==> src/rtl/mac_drain_pkg.sv <==
// rtl/mac_drain_pkg.sv - shared types and constants for the MAC drain path
//
// Purpose: FSM state type plus default parameter values and the index-width
// floor used by mac_drain, mac_drain_if and mac_drain_requant.
// Ports: none (package).
// Optional build macro used elsewhere in the slice: MAC_DRAIN_RELU_EN.
package mac_drain_pkg;

  typedef enum logic {
    IDLE  = 1'b0,
    DRAIN = 1'b1
  } drain_state_t;

  localparam int unsigned DEF_N_MACS       = 4;
  localparam int unsigned DEF_ACC_WIDTH    = 32;
  localparam int unsigned DEF_OUTPUT_WIDTH = 16;
  localparam int unsigned DEF_OUTPUT_SCALE = 0;

  // Lane index counters are never narrower than one bit.
  localparam int unsigned IDX_W_MIN = 1;

endpackage

==> src/rtl/mac_drain_if.sv <==
// rtl/mac_drain_if.sv - snapshot capture and result stream bundle for mac_drain
//
// Purpose: groups the accumulator capture handshake and the requantized
// result stream into one interface.
// Signals:
//   acc_in        N_MACS*ACC_WIDTH packed signed accumulators, lane 0 in LSBs
//   capture_valid snapshot of acc_in available
//   capture_ready drain can take a snapshot this cycle
//   out_data      requantized signed result
//   out_idx       lane index of out_data
//   out_last      beat for lane N_MACS-1
//   out_valid     out_data/out_idx/out_last valid
//   out_ready     downstream accepts the beat
//   busy          drain in progress
// Modports: slave (the drain block), master (MAC row + output writer side).
interface mac_drain_if
  import mac_drain_pkg::*;
#(
  parameter int unsigned N_MACS       = DEF_N_MACS,
  parameter int unsigned ACC_WIDTH    = DEF_ACC_WIDTH,
  parameter int unsigned OUTPUT_WIDTH = DEF_OUTPUT_WIDTH
);

  localparam int unsigned IDX_W = (N_MACS > 1) ? $clog2(N_MACS) : IDX_W_MIN;

  logic [N_MACS*ACC_WIDTH-1:0] acc_in;
  logic                        capture_valid;
  logic                        capture_ready;
  logic [OUTPUT_WIDTH-1:0]     out_data;
  logic [IDX_W-1:0]            out_idx;
  logic                        out_last;
  logic                        out_valid;
  logic                        out_ready;
  logic                        busy;

  modport slave (
    input  acc_in,
    input  capture_valid,
    output capture_ready,
    output out_data,
    output out_idx,
    output out_last,
    output out_valid,
    input  out_ready,
    output busy
  );

  modport master (
    output acc_in,
    output capture_valid,
    input  capture_ready,
    input  out_data,
    input  out_idx,
    input  out_last,
    input  out_valid,
    output out_ready,
    input  busy
  );

endinterface

==> src/rtl/mac_drain_requant.sv <==
// rtl/mac_drain_requant.sv - combinational round/shift/saturate (+ optional ReLU)
//
// Purpose: converts one signed ACC_WIDTH accumulator to a signed OUTPUT_WIDTH
// result: add half an LSB of the output scale, arithmetic shift right by
// OUTPUT_SCALE (round half up), saturate to the output range. With
// MAC_DRAIN_RELU_EN defined, negative results are forced to zero.
// Ports:
//   acc_in  in  ACC_WIDTH     signed accumulator value
//   q_out   out OUTPUT_WIDTH  requantized signed result
module mac_drain_requant
  import mac_drain_pkg::*;
#(
  parameter int unsigned ACC_WIDTH    = DEF_ACC_WIDTH,
  parameter int unsigned OUTPUT_WIDTH = DEF_OUTPUT_WIDTH,
  parameter int unsigned OUTPUT_SCALE = DEF_OUTPUT_SCALE
) (
  input  logic [ACC_WIDTH-1:0]    acc_in,
  output logic [OUTPUT_WIDTH-1:0] q_out
);

  // One guard bit keeps the rounding add from wrapping at the positive end.
  localparam int unsigned EXT = ACC_WIDTH + 1;

  // 2^(OUTPUT_SCALE-1), which collapses to 0 when OUTPUT_SCALE is 0 so the
  // same datapath serves the pass-through case.
  localparam logic signed [EXT-1:0] HALF = (EXT'(1) << OUTPUT_SCALE) >> 1;

  localparam logic signed [EXT-1:0] SAT_MAX = EXT'((64'sd1 <<< (OUTPUT_WIDTH - 1)) - 64'sd1);
  localparam logic signed [EXT-1:0] SAT_MIN = -SAT_MAX - EXT'(1);

  logic signed [EXT-1:0]   ext_val;
  logic signed [EXT-1:0]   shifted;
  logic [OUTPUT_WIDTH-1:0] sat_val;

  always_comb begin
    ext_val = {acc_in[ACC_WIDTH-1], acc_in};
    shifted = (ext_val + HALF) >>> OUTPUT_SCALE;

    if (shifted > SAT_MAX) begin
      sat_val = SAT_MAX[OUTPUT_WIDTH-1:0];
    end else if (shifted < SAT_MIN) begin
      sat_val = SAT_MIN[OUTPUT_WIDTH-1:0];
    end else begin
      sat_val = shifted[OUTPUT_WIDTH-1:0];
    end

`ifdef MAC_DRAIN_RELU_EN
    q_out = sat_val[OUTPUT_WIDTH-1] ? '0 : sat_val;
`else
    q_out = sat_val;
`endif
  end

endmodule

==> src/rtl/mac_drain.sv <==
// rtl/mac_drain.sv - MAC accumulator snapshot capture and requantized drain
//
// Purpose: latches N_MACS accumulators in one cycle (freeing the MAC row),
// then streams the requantized lanes one per cycle, lane 0 first. A new
// snapshot may be taken on the last-beat transfer so sustained throughput is
// one snapshot every N_MACS cycles with no out_valid bubble.
// Ports:
//   clk     in  clock
//   rst_in  in  synchronous active-high reset
//   bus     mac_drain_if.slave (capture handshake, result stream, busy)
// Build option: MAC_DRAIN_RELU_EN clamps negative results to zero
// (inside mac_drain_requant); ports and timing are unchanged.
module mac_drain
  import mac_drain_pkg::*;
#(
  parameter int unsigned N_MACS       = DEF_N_MACS,
  parameter int unsigned ACC_WIDTH    = DEF_ACC_WIDTH,
  parameter int unsigned OUTPUT_WIDTH = DEF_OUTPUT_WIDTH,
  parameter int unsigned OUTPUT_SCALE = DEF_OUTPUT_SCALE
) (
  input logic        clk,
  input logic        rst_in,
  mac_drain_if.slave bus
);

  localparam int unsigned IDX_W = (N_MACS > 1) ? $clog2(N_MACS) : IDX_W_MIN;

  drain_state_t                          state_q, state_d;
  logic [IDX_W-1:0]                      idx_q, idx_d;
  logic [N_MACS-1:0][ACC_WIDTH-1:0]      snap_q, snap_d;

  logic                    idx_is_last;
  logic                    out_valid;
  logic                    cap_ready;
  logic [ACC_WIDTH-1:0]    lane_val;
  logic [OUTPUT_WIDTH-1:0] q_data;

  assign idx_is_last = (idx_q == IDX_W'(N_MACS - 1));

  always_comb begin
    state_d   = state_q;
    idx_d     = idx_q;
    snap_d    = snap_q;
    cap_ready = 1'b0;
    out_valid = 1'b0;

    unique case (state_q)
      IDLE: begin
        cap_ready = 1'b1;
        if (bus.capture_valid) begin
          snap_d  = bus.acc_in;
          idx_d   = '0;
          state_d = DRAIN;
        end
      end

      DRAIN: begin
        out_valid = 1'b1;
        if (bus.out_ready) begin
          if (idx_is_last) begin
            // Last beat leaving: the snapshot register is free this very
            // cycle, so a waiting capture is taken without a bubble.
            cap_ready = 1'b1;
            idx_d     = '0;
            if (bus.capture_valid) begin
              snap_d = bus.acc_in;
            end else begin
              state_d = IDLE;
            end
          end else begin
            idx_d = idx_q + IDX_W'(1);
          end
        end
      end

      default: begin
        state_d = IDLE;
        idx_d   = '0;
      end
    endcase
  end

  always_ff @(posedge clk) begin
    if (rst_in) begin
      state_q <= IDLE;
      idx_q   <= '0;
      snap_q  <= '0;
    end else begin
      state_q <= state_d;
      idx_q   <= idx_d;
      snap_q  <= snap_d;
    end
  end

  assign lane_val = snap_q[idx_q];

  mac_drain_requant #(
    .ACC_WIDTH    (ACC_WIDTH),
    .OUTPUT_WIDTH (OUTPUT_WIDTH),
    .OUTPUT_SCALE (OUTPUT_SCALE)
  ) u_requant (
    .acc_in (lane_val),
    .q_out  (q_data)
  );

  // Outputs read as zero whenever no beat is being offered.
  assign bus.capture_ready = cap_ready;
  assign bus.out_valid     = out_valid;
  assign bus.out_data      = out_valid ? q_data : '0;
  assign bus.out_idx       = idx_q;
  assign bus.out_last      = out_valid & idx_is_last;
  assign bus.busy          = (state_q == DRAIN);

endmodule

==> src/flat_wrapper.sv <==
// flat-port wrapper written by rule: the top's interface ports become plain ports
module mac_drain_flat import mac_drain_pkg::*;
#(
  parameter int unsigned N_MACS       = DEF_N_MACS,
  parameter int unsigned ACC_WIDTH    = DEF_ACC_WIDTH,
  parameter int unsigned OUTPUT_WIDTH = DEF_OUTPUT_WIDTH,
  parameter int unsigned OUTPUT_SCALE = DEF_OUTPUT_SCALE
)
  (clk, rst_in, bus_acc_in, bus_capture_valid, bus_capture_ready, bus_out_data, bus_out_idx, bus_out_last, bus_out_valid, bus_out_ready, bus_busy);
  mac_drain_if #(.N_MACS(N_MACS), .ACC_WIDTH(ACC_WIDTH), .OUTPUT_WIDTH(OUTPUT_WIDTH)) bus_i ();
  input logic clk;
  input logic rst_in;
  input wire logic [$bits(bus_i.acc_in)-1:0] bus_acc_in;
  input wire logic [$bits(bus_i.capture_valid)-1:0] bus_capture_valid;
  output wire logic [$bits(bus_i.capture_ready)-1:0] bus_capture_ready;
  output wire logic [$bits(bus_i.out_data)-1:0] bus_out_data;
  output wire logic [$bits(bus_i.out_idx)-1:0] bus_out_idx;
  output wire logic [$bits(bus_i.out_last)-1:0] bus_out_last;
  output wire logic [$bits(bus_i.out_valid)-1:0] bus_out_valid;
  input wire logic [$bits(bus_i.out_ready)-1:0] bus_out_ready;
  output wire logic [$bits(bus_i.busy)-1:0] bus_busy;
  assign bus_i.acc_in = bus_acc_in;
  assign bus_i.capture_valid = bus_capture_valid;
  assign bus_capture_ready = bus_i.capture_ready;
  assign bus_out_data = bus_i.out_data;
  assign bus_out_idx = bus_i.out_idx;
  assign bus_out_last = bus_i.out_last;
  assign bus_out_valid = bus_i.out_valid;
  assign bus_i.out_ready = bus_out_ready;
  assign bus_busy = bus_i.busy;
  mac_drain #(.N_MACS(N_MACS), .ACC_WIDTH(ACC_WIDTH), .OUTPUT_WIDTH(OUTPUT_WIDTH), .OUTPUT_SCALE(OUTPUT_SCALE)) u_core (.clk(clk), .rst_in(rst_in), .bus(bus_i));
endmodule
==> config.mk <==
export PLATFORM = sky130hd
export DESIGN_NAME = mac_drain_flat
export DESIGN_NICKNAME = d
export VERILOG_FILES = /design/src/rtl/mac_drain_pkg.sv /design/src/rtl/mac_drain_if.sv /design/src/rtl/mac_drain_requant.sv /design/src/rtl/mac_drain.sv /design/src/flat_wrapper.sv
export SDC_FILE = /design/constraint.sdc
export NUM_CORES = 1
export LEC_CHECK = 0
export BUFFER_PORTS_ARGS = -buffer_cell sky130_fd_sc_hd__buf_2
export CELL_PAD_IN_SITES_DETAIL_PLACEMENT = 1
export CELL_PAD_IN_SITES_GLOBAL_PLACEMENT = 1
export CORE_MARGIN = 1
export CORE_UTILIZATION = 38
export DETAILED_ROUTE_END_ITERATION = 8
export PLACE_DENSITY = 0.75
export RECOVER_POWER = 25
export SETUP_SLACK_MARGIN = 0.2
export SYNTH_ARGS = -nofsm -noshare
export SYNTH_HDL_FRONTEND = slang
export SYNTH_SLANG_ARGS = --single-unit
==> constraint.sdc <==
create_clock -name clk -period 3 [get_ports clk]
set_input_delay 0.75 -clock clk [delete_from_list [all_inputs] [get_ports clk]]
set_output_delay 0.75 -clock clk [all_outputs]
set_load 0.05 [all_outputs]
**Word-level counts from Yosys, hierarchy flattened**

Index checks and enable logic that the tools add are counted.

- Bits in registers: 131
- Input bits: 132
- Output and inout port bits: 22
- Word-level logic and storage cells: 39

- $add $sub $neg: 1
- Magnitude comparators: 3
- Eq/ne operators: 4
- Multiplexer cells: 21
- Bitwise logic cells: 2
- Reduce and logical (&&, ||, !) cells: 2

Operators by type and width:

| operator | count |
|---|---|
| two-way mux 128 bit | 3 |
| case mux 128 bit (2 select lines) | 1 |
| binary-select mux 32 bit (select 2 bit) | 1 |
| two-way mux 16 bit | 3 |
| greater-than comparator 32 x 16 -> 1 bit, second input constant | 1 |
| less-than comparator 32 x 16 -> 1 bit, second input constant | 1 |
| two-way mux 32 bit | 1 |
| two-way mux 1 bit | 6 |
| two-way mux 2 bit | 3 |
| inequality test 2 bit, second input constant | 3 |
| case mux 1 bit (2 select lines) | 2 |
| case mux 2 bit (2 select lines) | 1 |
| AND reduction 2 bit | 2 |
| less-than comparator 2 x 3 -> 1 bit, second input constant | 1 |
| adder 2 x 1 -> 2 bit, second input constant | 1 |
| equality test 2 bit, second input constant | 1 |
| bitwise AND 1 bit | 1 |
| NOT 1 bit | 1 |

**Depth between registers and ports, before layout**

Gate-level depths: netlist of the first run.

- Word-level depth: 6
- Depth in mapped cells: 8

**Modules after synthesis**

From an unflattened synthesis of the first run, not the netlist that was laid out.

- Cell total of the unflattened synthesis: 660
- Area, all modules: 7004.2 um^2

By module, submodules not included:

| module | times used | cells an instance | area an instance (um^2) |
|---|---|---|---|
| mac_drain | 1 | 632 | 6772.7 |
| mac_drain_requant | 1 | 28 | 231.5 |

**Least setup slack after synthesis of the first run**

No wires, ideal clock.

- Kind: register to output
- Start point: reg u_core.idx_q[0] (netlist: u_core.bus.out_idx[0])
- End point: out bus_out_data[0]
- Data arrival time: 2.868 ns
- Required time: 2.250 ns
- Slack: -0.618 ns
- Cell stages (with the launch flop): 6
- Buffers on the path: 2
- Path through: dfxtp_1 clkbuf_8 clkbuf_8 mux4_2 nor2b_1 o21ai_0

- Cells in the longest elaborated chain, start to end: 6
- Elaborated cells on any way between the ends: 7
- Those cells by class: 2 x order compare; 5 x mux

Ends and longest elaborated chain:

| what | RTL line | RTL |
|---|---|---|
| from (decl) | mac_drain.sv:29 | `logic [IDX_W-1:0] idx_q, idx_d;` |
| from (signal assigned) | mac_drain.sv:90 | `idx_q <= idx_d;` |
| binary-select mux 32 bit (select 2 bit) * | mac_drain.sv:95 | `assign lane_val = snap_q[idx_q];` |
| two-way mux 32 bit (implied by the code) * | mac_drain.sv:95 |  |
| less-than comparator 32 x 16 -> 1 bit | mac_drain_requant.sv:41 | `end else if (shifted < SAT_MIN) begin` |
| two-way mux 16 bit | mac_drain_requant.sv:41 |  |
| two-way mux 16 bit * | mac_drain_requant.sv:39 | `if (shifted > SAT_MAX) begin` |
| two-way mux 16 bit * | mac_drain.sv:109 | `assign bus.out_data = out_valid ? q_data : '0;` |
| to (decl) | flat_wrapper.sv:16 | `output wire logic [$bits(bus_i.out_data)-1:0] bus_out_data;` |

Every way passes the cells marked *; elsewhere a longest branch is shown, timed or not. The select of a mux whose other input is x is not followed.

**Final worst setup path of the first run**

- Start point: reg u_core.idx_q[1] (netlist: u_core.bus.out_idx[1])
- End point: out bus_out_data[11]

The elaborated chain is that of the path after synthesis.

==> results of run 1 <==
==> what timing repair did <==
item                       4_1_cts  5_1_grt
cloned                           1        0
resized for setup               43        4
setup buffers                    6        2
pin swaps                        3        3
hold buffers                     0        0
setup endpoints to repair       17       16
==> where the power goes <==
part           switching [mW]  total, mW  internal [mW]
clock                   0.777       2.15           1.37
sequential             0.0652       1.90           1.84
combinational           0.426      0.727          0.301
==> kinds of logic after synthesis <==
group	Yosys count	share of synthesized area
buffers and inverters	57	0.0535
and+or+nand+nor	291	0.202
AOI/OAI and AO/OA	147	0.133
DFF	131	0.466
adders and majority gates	1	0.00222
muxes	33	0.144
==> Yosys cell counts, drive strengths merged (2+ instances only) <==
cell type / number
nand2: 274
dfxtp: 131
a21oi: 130
clkbuf: 48
mux4: 32
o21ai: 15
buf: 8
nand4: 5
nor4: 5
nor2: 3
a32oi: 2
and2: 2
==> routing by layer <==
layer,GRT usage,share of wire,vias up
met3,0.0536,0.046,31
met2,0.389,0.49,138
met4,0.100,0.024,0
met5,0,0,-
li1,-,-,2503
met1,0.303,0.44,2491
==> state kept, by name (all words and copies together), names as in the netlist <==
name and flops:
u_core.snap_q 128, u_core.bus.out_idx 2, u_core.bus.busy 1
==> worst max-delay path by stage <==
| stage | start | end | cells past startpoint |
|---|---|---|---|
| global placement | u_core.bus.out_idx[1] | bus_out_data[3] | 6 |
| finish | u_core.bus.out_idx[1] | bus_out_data[11] | 8 |
| detailed placement | u_core.bus.out_idx[1] | bus_out_data[4] | 6 |
| CTS | u_core.bus.out_idx[1] | bus_out_data[11] | 8 |
| global route | u_core.bus.out_idx[1] | bus_out_data[12] | 8 |
| floorplan | u_core.bus.out_idx[1] | bus_out_data[10] | 8 |
==> critical path: stages, from the launching register on <==
cell and delay, ps:
dfxtp_4 380, buf_12 130, mux4_2 540, nor4_4 280, nand4_1 190, nand3b_4 210, buf_12 160, o21ai_4 60
buf_6 150
==> cell type report <==
type / count / area, um^2 / area share
Clock buffer: 20 / 467 / 0.0623
Clock inverter: 12 / 155 / 0.0207
Inverter: 1 / 3.75 / 0.000501
Multi-Input combinational cell: 472 / 2850 / 0.380
Sequential cell: 131 / 2630 / 0.351
Tap cell: 184 / 230 / 0.0307
Timing Repair Buffer: 174 / 1150 / 0.154
==> results.cfg, run 1 <==
[sta]
worst_hold_slack_ps = 452
setup_viol = 15
post-route-period-util = 1.09
relSlewSlack = 0.447
min_period_ps = 3280
fin_skew_ps = 8.28
worst_slack_ps = -278
fin_tns_setup_ps = -4000
fmax_mhz = 305
finalMaxSlewViolations = 0
finalHoldViolCount = 0
tightest_slew_ps = 829
grt_setup_unrepaired = yes

[floorplanning]
dieArea_mm2 = 0.0153
die_h_um = 124
num_rows = 44
dieWidth_um = 124
core_mm2 = 0.0145
initial_core_util = 0.389
ioPinCount = 154

[placed_design]
dpl_cell_area_mm2 = 0.00662
port_buffers = 153
dp_hpwl_um = 12000
dp_cells = 953
place_congestion = 0.824
place_ws_ps = -226

[power_and_ir_drop]
total_power_mw = 4.78
leakagePower_nw = 3.02
vdd_drop_max_v = 0.000434
p_per_area_mw_per_mm2 = 638

[global_routing]
grt_pass1_vias = 5255
grt_usage = 0.238
antenna_found_initial = 0
grt_max_degree = 85
grt_overflow = 0
grt_pass1_wl_um = 27000

[layout]
fillCellCount = 1715
finalInstanceArea_mm2 = 0.00749
n_antenna_cell = 0
area_growth_pct = 32.9
drive_above_1_share = 0.319
final_core_util = 0.517
most-common-layout-cells = nand2_1, buf_2, a21oi_1, dfxtp_1, mux4_2
nNetsFinal = 930
final_common_cell = nand2_1
layout.cells.non_filler = 994

[drt]
firstDrtPassIters = 4
drcViolationCount = 0
antenna_left = 0
routedWlPerCell_um = 17.6
drt_wl_total_um = 17400
vias = 5163
drt_iter0_drc = 298
viasPerCell = 5.19

[hold_path]
min_path_type = flop to flop
min_path_cells = 2
worstHoldEndpoint = u_core.snap_q[11]
holdCritStartpoint = u_core.snap_q[11]

[synthesis]
yosys_warnings = 0
synth_top_flop_cell = dfxtp_1
yosys.area.top_type_share = 0.466
yosys.area.top_type = dfxtp_1
ys_seq_area_frac = 0.466
synth-edff-count = 0
synthCells = 660
synth_seq_cells = 131
synthDistinctLibCells = 28
ys_top_cells_by_area = dfxtp_1, nand2_1, a21oi_1, mux4_1, mux4_2
synth_area_mm2 = 0.00563
synth_nets = 793
syn_avg_cell_area_um2 = 8.53
async_flop_share = 0

[run_status]
status = finished with violations
violations = setup timing

[setup_path]
r2r_cells = 8
path_class = flop to output port
crit_required_ps = 2250
crit_path_start_kind = flop
r2r_end = u_core.snap_q[92]
crit_fanout = 7
rrSetupSlack_ps = 460
end_kind = output port
rr_startpoint = u_core.bus.out_idx[1]
worstPathArrival_ps = 2530

[clock_tree]
htreeDepth = 4
cts_buffers = 17
cts.clk_slew.worst_paths_ps = 50
clockBufferDepth = 2
clock_sinks = 131
clk-insertion-delay-late_ps = 430
cts_tree = done
root_buffer = clkbuf_16

[job]
cap_violations = 0
No activity file was read; power rests on OpenSTA's default activity.
==> inputs of run 2 (changes only) <==
==> constraint.sdc (replaced) <==
create_clock -name clk -period 3 [get_ports clk]
set_input_delay 0.3 -clock clk [delete_from_list [all_inputs] [get_ports clk]]
set_output_delay 0.3 -clock clk [all_outputs]
set_load 0.05 [all_outputs]
==> run 2 against run 1 <==
Effect of this change: the run now ends clean; maximum frequency increased by 12%; combinational power decreased by 3.6%; critical endpoint is now bus_out_data[9]; largest power group unchanged; sequential share of layout area increased by 0.78 points; die area unchanged; critical path depth unchanged; sequential cell count unchanged; sequential power about the same; cell count increased by 0.20%; wire length decreased by 0.89%; register-to-register slack got worse by 190 ps.
==> results.cfg, run 2 (synthesis results as in run 1) <==
[run_status]
status = finished clean

[drt]
antenna_left = 0
drt_wl_total_um = 17300
vias = 5204
drcViolationCount = 0
firstDrtPassIters = 6
viasPerCell = 5.22
drt_iter0_drc = 314
routedWlPerCell_um = 17.4

[global_routing]
antenna_found_initial = 0
grt_usage = 0.230
grt_max_degree = 95
grt_overflow = 0
grt_pass1_wl_um = 26400
grt_pass1_vias = 5384

[sta]
setup_viol = 0
grt_setup_unrepaired = yes
relSlewSlack = 0.355
finalHoldViolCount = 0
finalMaxSlewViolations = 0
min_period_ps = 2930
tightest_slew_ps = 968
post-route-period-util = 0.975
fin_skew_ps = 6.55
fmax_mhz = 342
worst_hold_slack_ps = 111

[power_and_ir_drop]
vdd_drop_max_v = 0.000439
pwr-share-seq = 0.414
internal-power_mw = 3.35
p_per_area_mw_per_mm2 = 628
switching_power_mw = 1.25
p_clk_frac = 0.433
swShare = 0.271
pwr-share-comb = 0.152
leakagePower_nw = 2.97

[floorplanning]
dieWidth_um = 124
num_rows = 44
core_mm2 = 0.0145
die_h_um = 124
dieArea_mm2 = 0.0153
ioPinCount = 154
initial_core_util = 0.389

[setup_path]
rr_startpoint = u_core.bus.out_idx[0]
crit_path_start_kind = flop
path_class = flop to output port
endpoint = bus_out_data[9]
crit_path_start = u_core.bus.out_idx[1]
crit_required_ps = 2700
r2r_end = u_core.snap_q[79]
rrSetupSlack_ps = 270
end_kind = output port
crit_fanout = 6
worstPathArrival_ps = 2630
r2r_cells = 7

[clock_tree]
clock_sinks = 131
cts_buffers = 17
root_buffer = clkbuf_16
htreeDepth = 4
clk-insertion-delay-late_ps = 430
cts.clk_slew.worst_paths_ps = 60
cts_tree = done
clockBufferDepth = 2

[placed_design]
dp_cells = 955
port_buffers = 153
dp_hpwl_um = 11700
place_congestion = 0.812

[layout]
final_common_cell = nand2_1
layout.cells.non_filler = 996
largest_reg_flops = 128
area_growth_pct = 30.1
nNetsFinal = 932
drive_above_1_share = 0.309
most-common-layout-cells = nand2_1, buf_2, a21oi_1, dfxtp_1, mux4_2
largest-register = u_core.snap_q

[hold_path]
min_path_cells = 3
min_path_type = primary input to flop

[job]
cap_violations = 0
run 2: changes by cell type in the layout (fill, tap and decap cells not counted), sizes merged:
| cell | delta |
|---|---|
| buf | -3 |
| clkinv | -1 |
| diode | +1 |
| clkinvlp | +1 |
| clkbuf | +5 |
| bufinv | -1 |
run 2: how the worst min path moves through the flow:
stage	start	to	slack, ps
after floorplan	u_core.snap_q[67]	u_core.snap_q[67]	430
after global placement	u_core.snap_q[40]	u_core.snap_q[40]	440
after CTS	bus_acc_in[53]	u_core.snap_q[53]	90
after detailed placement	u_core.snap_q[79]	u_core.snap_q[79]	440
after global routing	bus_acc_in[45]	u_core.snap_q[45]	110
final	bus_acc_in[100]	u_core.snap_q[100]	110
run 2: final cells by class:
cell class,count,area [um^2]
Clock buffer,20,447
Tap cell,184,230
Fill cell,1749,7150
Multi-Input combinational cell,472,2800
Sequential cell,131,2630
Timing Repair Buffer,176,1100
Inverter,1,3.75
Antenna cell,1,2.50
Clock inverter,11,113
run 2: stage by stage:
| stage | util | cell area (um^2) | setup TNS [ps] | power [mW] | setup WS [ps] |
|---|---|---|---|---|---|
| finish | 0.506 | 7320 | 0 | 4.60 | 74.8 |
| CTS | 0.506 | 7320 | 0 | 4.62 | 73.2 |
| floorplan | - | 5670 | -841 | 2.33 | -168 |
| global placement | 0.450 | 6520 | 0 | 2.52 | 248 |
| detailed placement | 0.450 | 6520 | 0 | 2.55 | 130 |
| global route | 0.506 | 7320 | -25.8 | 4.78 | -9.18 |
run 2: layer usage:
metal / up-vias / track usage / wire, um
met2: 136 / 0.381 / 8620
met5: - / 0 / 0
met4: 0 / 0.0941 / 327
met1: 2531 / 0.293 / 7560
li1: 2509 / - / -
met3: 28 / 0.0458 / 786
run 2: timing repair:
action                                 CTS  global route
buffers inserted                         8             0
setup endpoints to repair               15            15
gates resized for setup                 63            13
hold buffers                             0             0
pin swaps                                6             4
endpoints found under the hold margin    0             0
gates cloned                             1             0
run 2: power groups by stage:
stage	registers (mW)	logic, mW	clock network [mW]
3_3_place_gp	1.93	0.588	0
3_5_place_dp	1.94	0.610	0
4_1_cts	1.90	0.694	2.02
6_report	1.91	0.701	1.99
2_1_floorplan	1.91	0.414	0
5_1_grt	1.91	0.759	2.11
run 2: critical path: stages (launching register included):
cell and delay (ps):
dfxtp_4 410, buf_8 140, mux4_2 560, nor4_4 310
nand4_1 210, nand3b_4 200, buf_8 150, o21ai_2 60
buf_6 150
==> inputs of run 3 (changes only) <==
--- a/config.mk
+++ b/config.mk
@@ -9,9 +9,9 @@
 export CELL_PAD_IN_SITES_DETAIL_PLACEMENT = 1
 export CELL_PAD_IN_SITES_GLOBAL_PLACEMENT = 1
 export CORE_MARGIN = 1
-export CORE_UTILIZATION = 38
+export CORE_UTILIZATION = 35
 export DETAILED_ROUTE_END_ITERATION = 8
-export PLACE_DENSITY = 0.75
+export PLACE_DENSITY = 0.73
 export RECOVER_POWER = 25
 export SETUP_SLACK_MARGIN = 0.2
 export SYNTH_ARGS = -nofsm -noshare
==> constraint.sdc (replaced) <==
create_clock -name clk -period 2.37 [get_ports clk]
set_input_delay 0.237 -clock clk [delete_from_list [all_inputs] [get_ports clk]]
set_output_delay 0.237 -clock clk [all_outputs]
set_load 0.05 [all_outputs]
==> run 3 against run 2 <==
Effect of this change: the flow now finishes with violations (setup timing); worst setup slack worse by 550 ps; sequential power increased by 26%; combinational power increased by 34%; final area grew 3.2%; non-clock buffer count grew 2; die area up 8.4%; first-iteration DRC count down 30%; via count hardly changed.
==> results.cfg, run 3 (synthesis results as in run 1) <==
[run_status]
status = finished with violations
violations = setup timing

[clock_tree]
clockBufferDepth = 2
root_buffer = clkbuf_16
cts.clk_slew.worst_paths_ps = 60
clock_sinks = 131
cts_tree = done
cts_buffers = 17
clk-insertion-delay-late_ps = 420
htreeDepth = 4

[sta]
fin_skew_ps = 8.40
tightest_slew_ps = 620
finalHoldViolCount = 0
grt_setup_unrepaired = yes
min_period_ps = 2840
finalMaxSlewViolations = 0
post-route-period-util = 1.20
relSlewSlack = 0.589
fmax_mhz = 352
worst_hold_slack_ps = 47.2
setup_viol = 15
worst_slack_ps = -471

[power_and_ir_drop]
total_power_mw = 5.94
p_per_area_mw_per_mm2 = 785
leakagePower_nw = 3.03
vdd_drop_max_v = 0.000518

[floorplanning]
dieArea_mm2 = 0.0166
die_h_um = 129
initial_core_util = 0.357
dieWidth_um = 129
core_mm2 = 0.0158
ioPinCount = 154
num_rows = 46

[job]
cap_violations = 0

[drt]
drcViolationCount = 0
routedWlPerCell_um = 17.4
drt_iter0_drc = 220
firstDrtPassIters = 4
vias = 5199
viasPerCell = 5.05
antenna_left = 0
drt_wl_total_um = 18000

[setup_path]
cp_top_family = simple AND/OR/NAND/NOR gates
cp_slowest_stage_delay_ps = 590
cp.buffers_inverters = 3
r2r_cells = 8
cp_cell_sequence = buf_12 -> mux4_1 -> nor4_2 -> nand4_1 -> nand3b_4 -> buf_12 -> o21ai_4 -> buf_6
end_kind = output port
rrSetupSlack_ps = 40
crit_required_ps = 2130
cpMostUsedCell = buf_12
r2r_end = u_core.snap_q[61]
cp_slowest_cell = mux4_1
path_class = flop to output port
crit_path_start_kind = flop
cp.depth = 8
crit_fanout = 5
rr_startpoint = u_core.bus.out_idx[0]
worstPathArrival_ps = 2600

[layout]
drive_above_1_share = 0.311
final_common_cell = nand2_1
finalInstanceArea_mm2 = 0.00756
nNetsFinal = 934
area_growth_pct = 34.2
layout.cells.non_filler = 1030
largest_reg_flops = 128
most-common-layout-cells = nand2_1, buf_2, a21oi_1
n_antenna_cell = 0
largest-register = u_core.snap_q

[global_routing]
grt_overflow = 0
grt_pass1_wl_um = 27800
antenna_found_initial = 0
use_met3 = 0.0520
grt_usage = 0.221
met1_usage = 0.261
grt_pass1_vias = 5572
busiest_layer = met2
grt_max_degree = 93
use_met2 = 0.387

[hold_path]
min_path_type = primary input to flop
worstHoldEndpoint = u_core.snap_q[80]
holdCritStartpoint = bus_acc_in[80]
min_path_cells = 3

[placed_design]
dpl_cell_area_mm2 = 0.00676
dp_hpwl_um = 12600
port_buffers = 153
place_congestion = 0.801
dp_cells = 992
place_ws_ps = -299
==> run 3: report_power, final <==
part,switching (mW),total [mW],internal (mW)
clock,1.00,2.59,1.59
combinational,0.547,0.938,0.391
sequential,0.0779,2.41,2.33
==> run 3: stage by stage <==
| stage | util | TNS, ps |
|---|---|---|
| 2_1_floorplan | - | -249 |
| 3_3_place_gp | 0.429 | -2600 |
| 3_5_place_dp | 0.429 | -3630 |
| 4_1_cts | 0.479 | -7660 |
| 5_1_grt | 0.479 | -12000 |
| 6_report | 0.479 | -6990 |
==> run 3: routing by layer <==
layer / part of all wire / vias up / wire length, um
met5: 0 / - / 0
met4: 0.020 / 0 / 366
met3: 0.039 / 32 / 705
met2: 0.51 / 134 / 9160
met1: 0.43 / 2520 / 7740
li1: - / 2513 / -
==> run 3: worst register-to-register path, stage by stage (launching register included) <==
cell     delay (ps)
dfxtp_2         360
buf_4           140
buf_8           210
ha_1            230
nand2_1          90
a21oi_1         450
buf_4           450
nand2_1         160
a21oi_1         170
==> run 3: cell type report <==
type,count,area [um^2]
Timing Repair Buffer,178,1220
Sequential cell,131,2630
Clock buffer,22,495
Multi-Input combinational cell,472,2840
Tap cell,216,270
Inverter,1,3.75
Clock inverter,10,97.6
Fill cell,1904,8210
==> run 3: worst max-delay path by stage <==
stage | start | to | slack (ps)
after detailed placement | u_core.bus.out_idx[1] | bus_out_data[4] | -300
after global routing | u_core.bus.out_idx[1] | bus_out_data[4] | -580
after CTS | u_core.bus.out_idx[1] | bus_out_data[14] | -520
after floorplan | u_core.bus.out_idx[1] | bus_out_data[10] | -20
after global placement | u_core.bus.out_idx[1] | bus_out_data[3] | -180
final | u_core.bus.out_idx[1] | bus_out_data[14] | -470
==> run 3: timing repair <==
item,in CTS,in global routing
setup endpoints to repair,66,46
hold buffers,0,0
buffers inserted,4,0
pin swaps,4,3
gates cloned,1,1
resized for setup,41,6
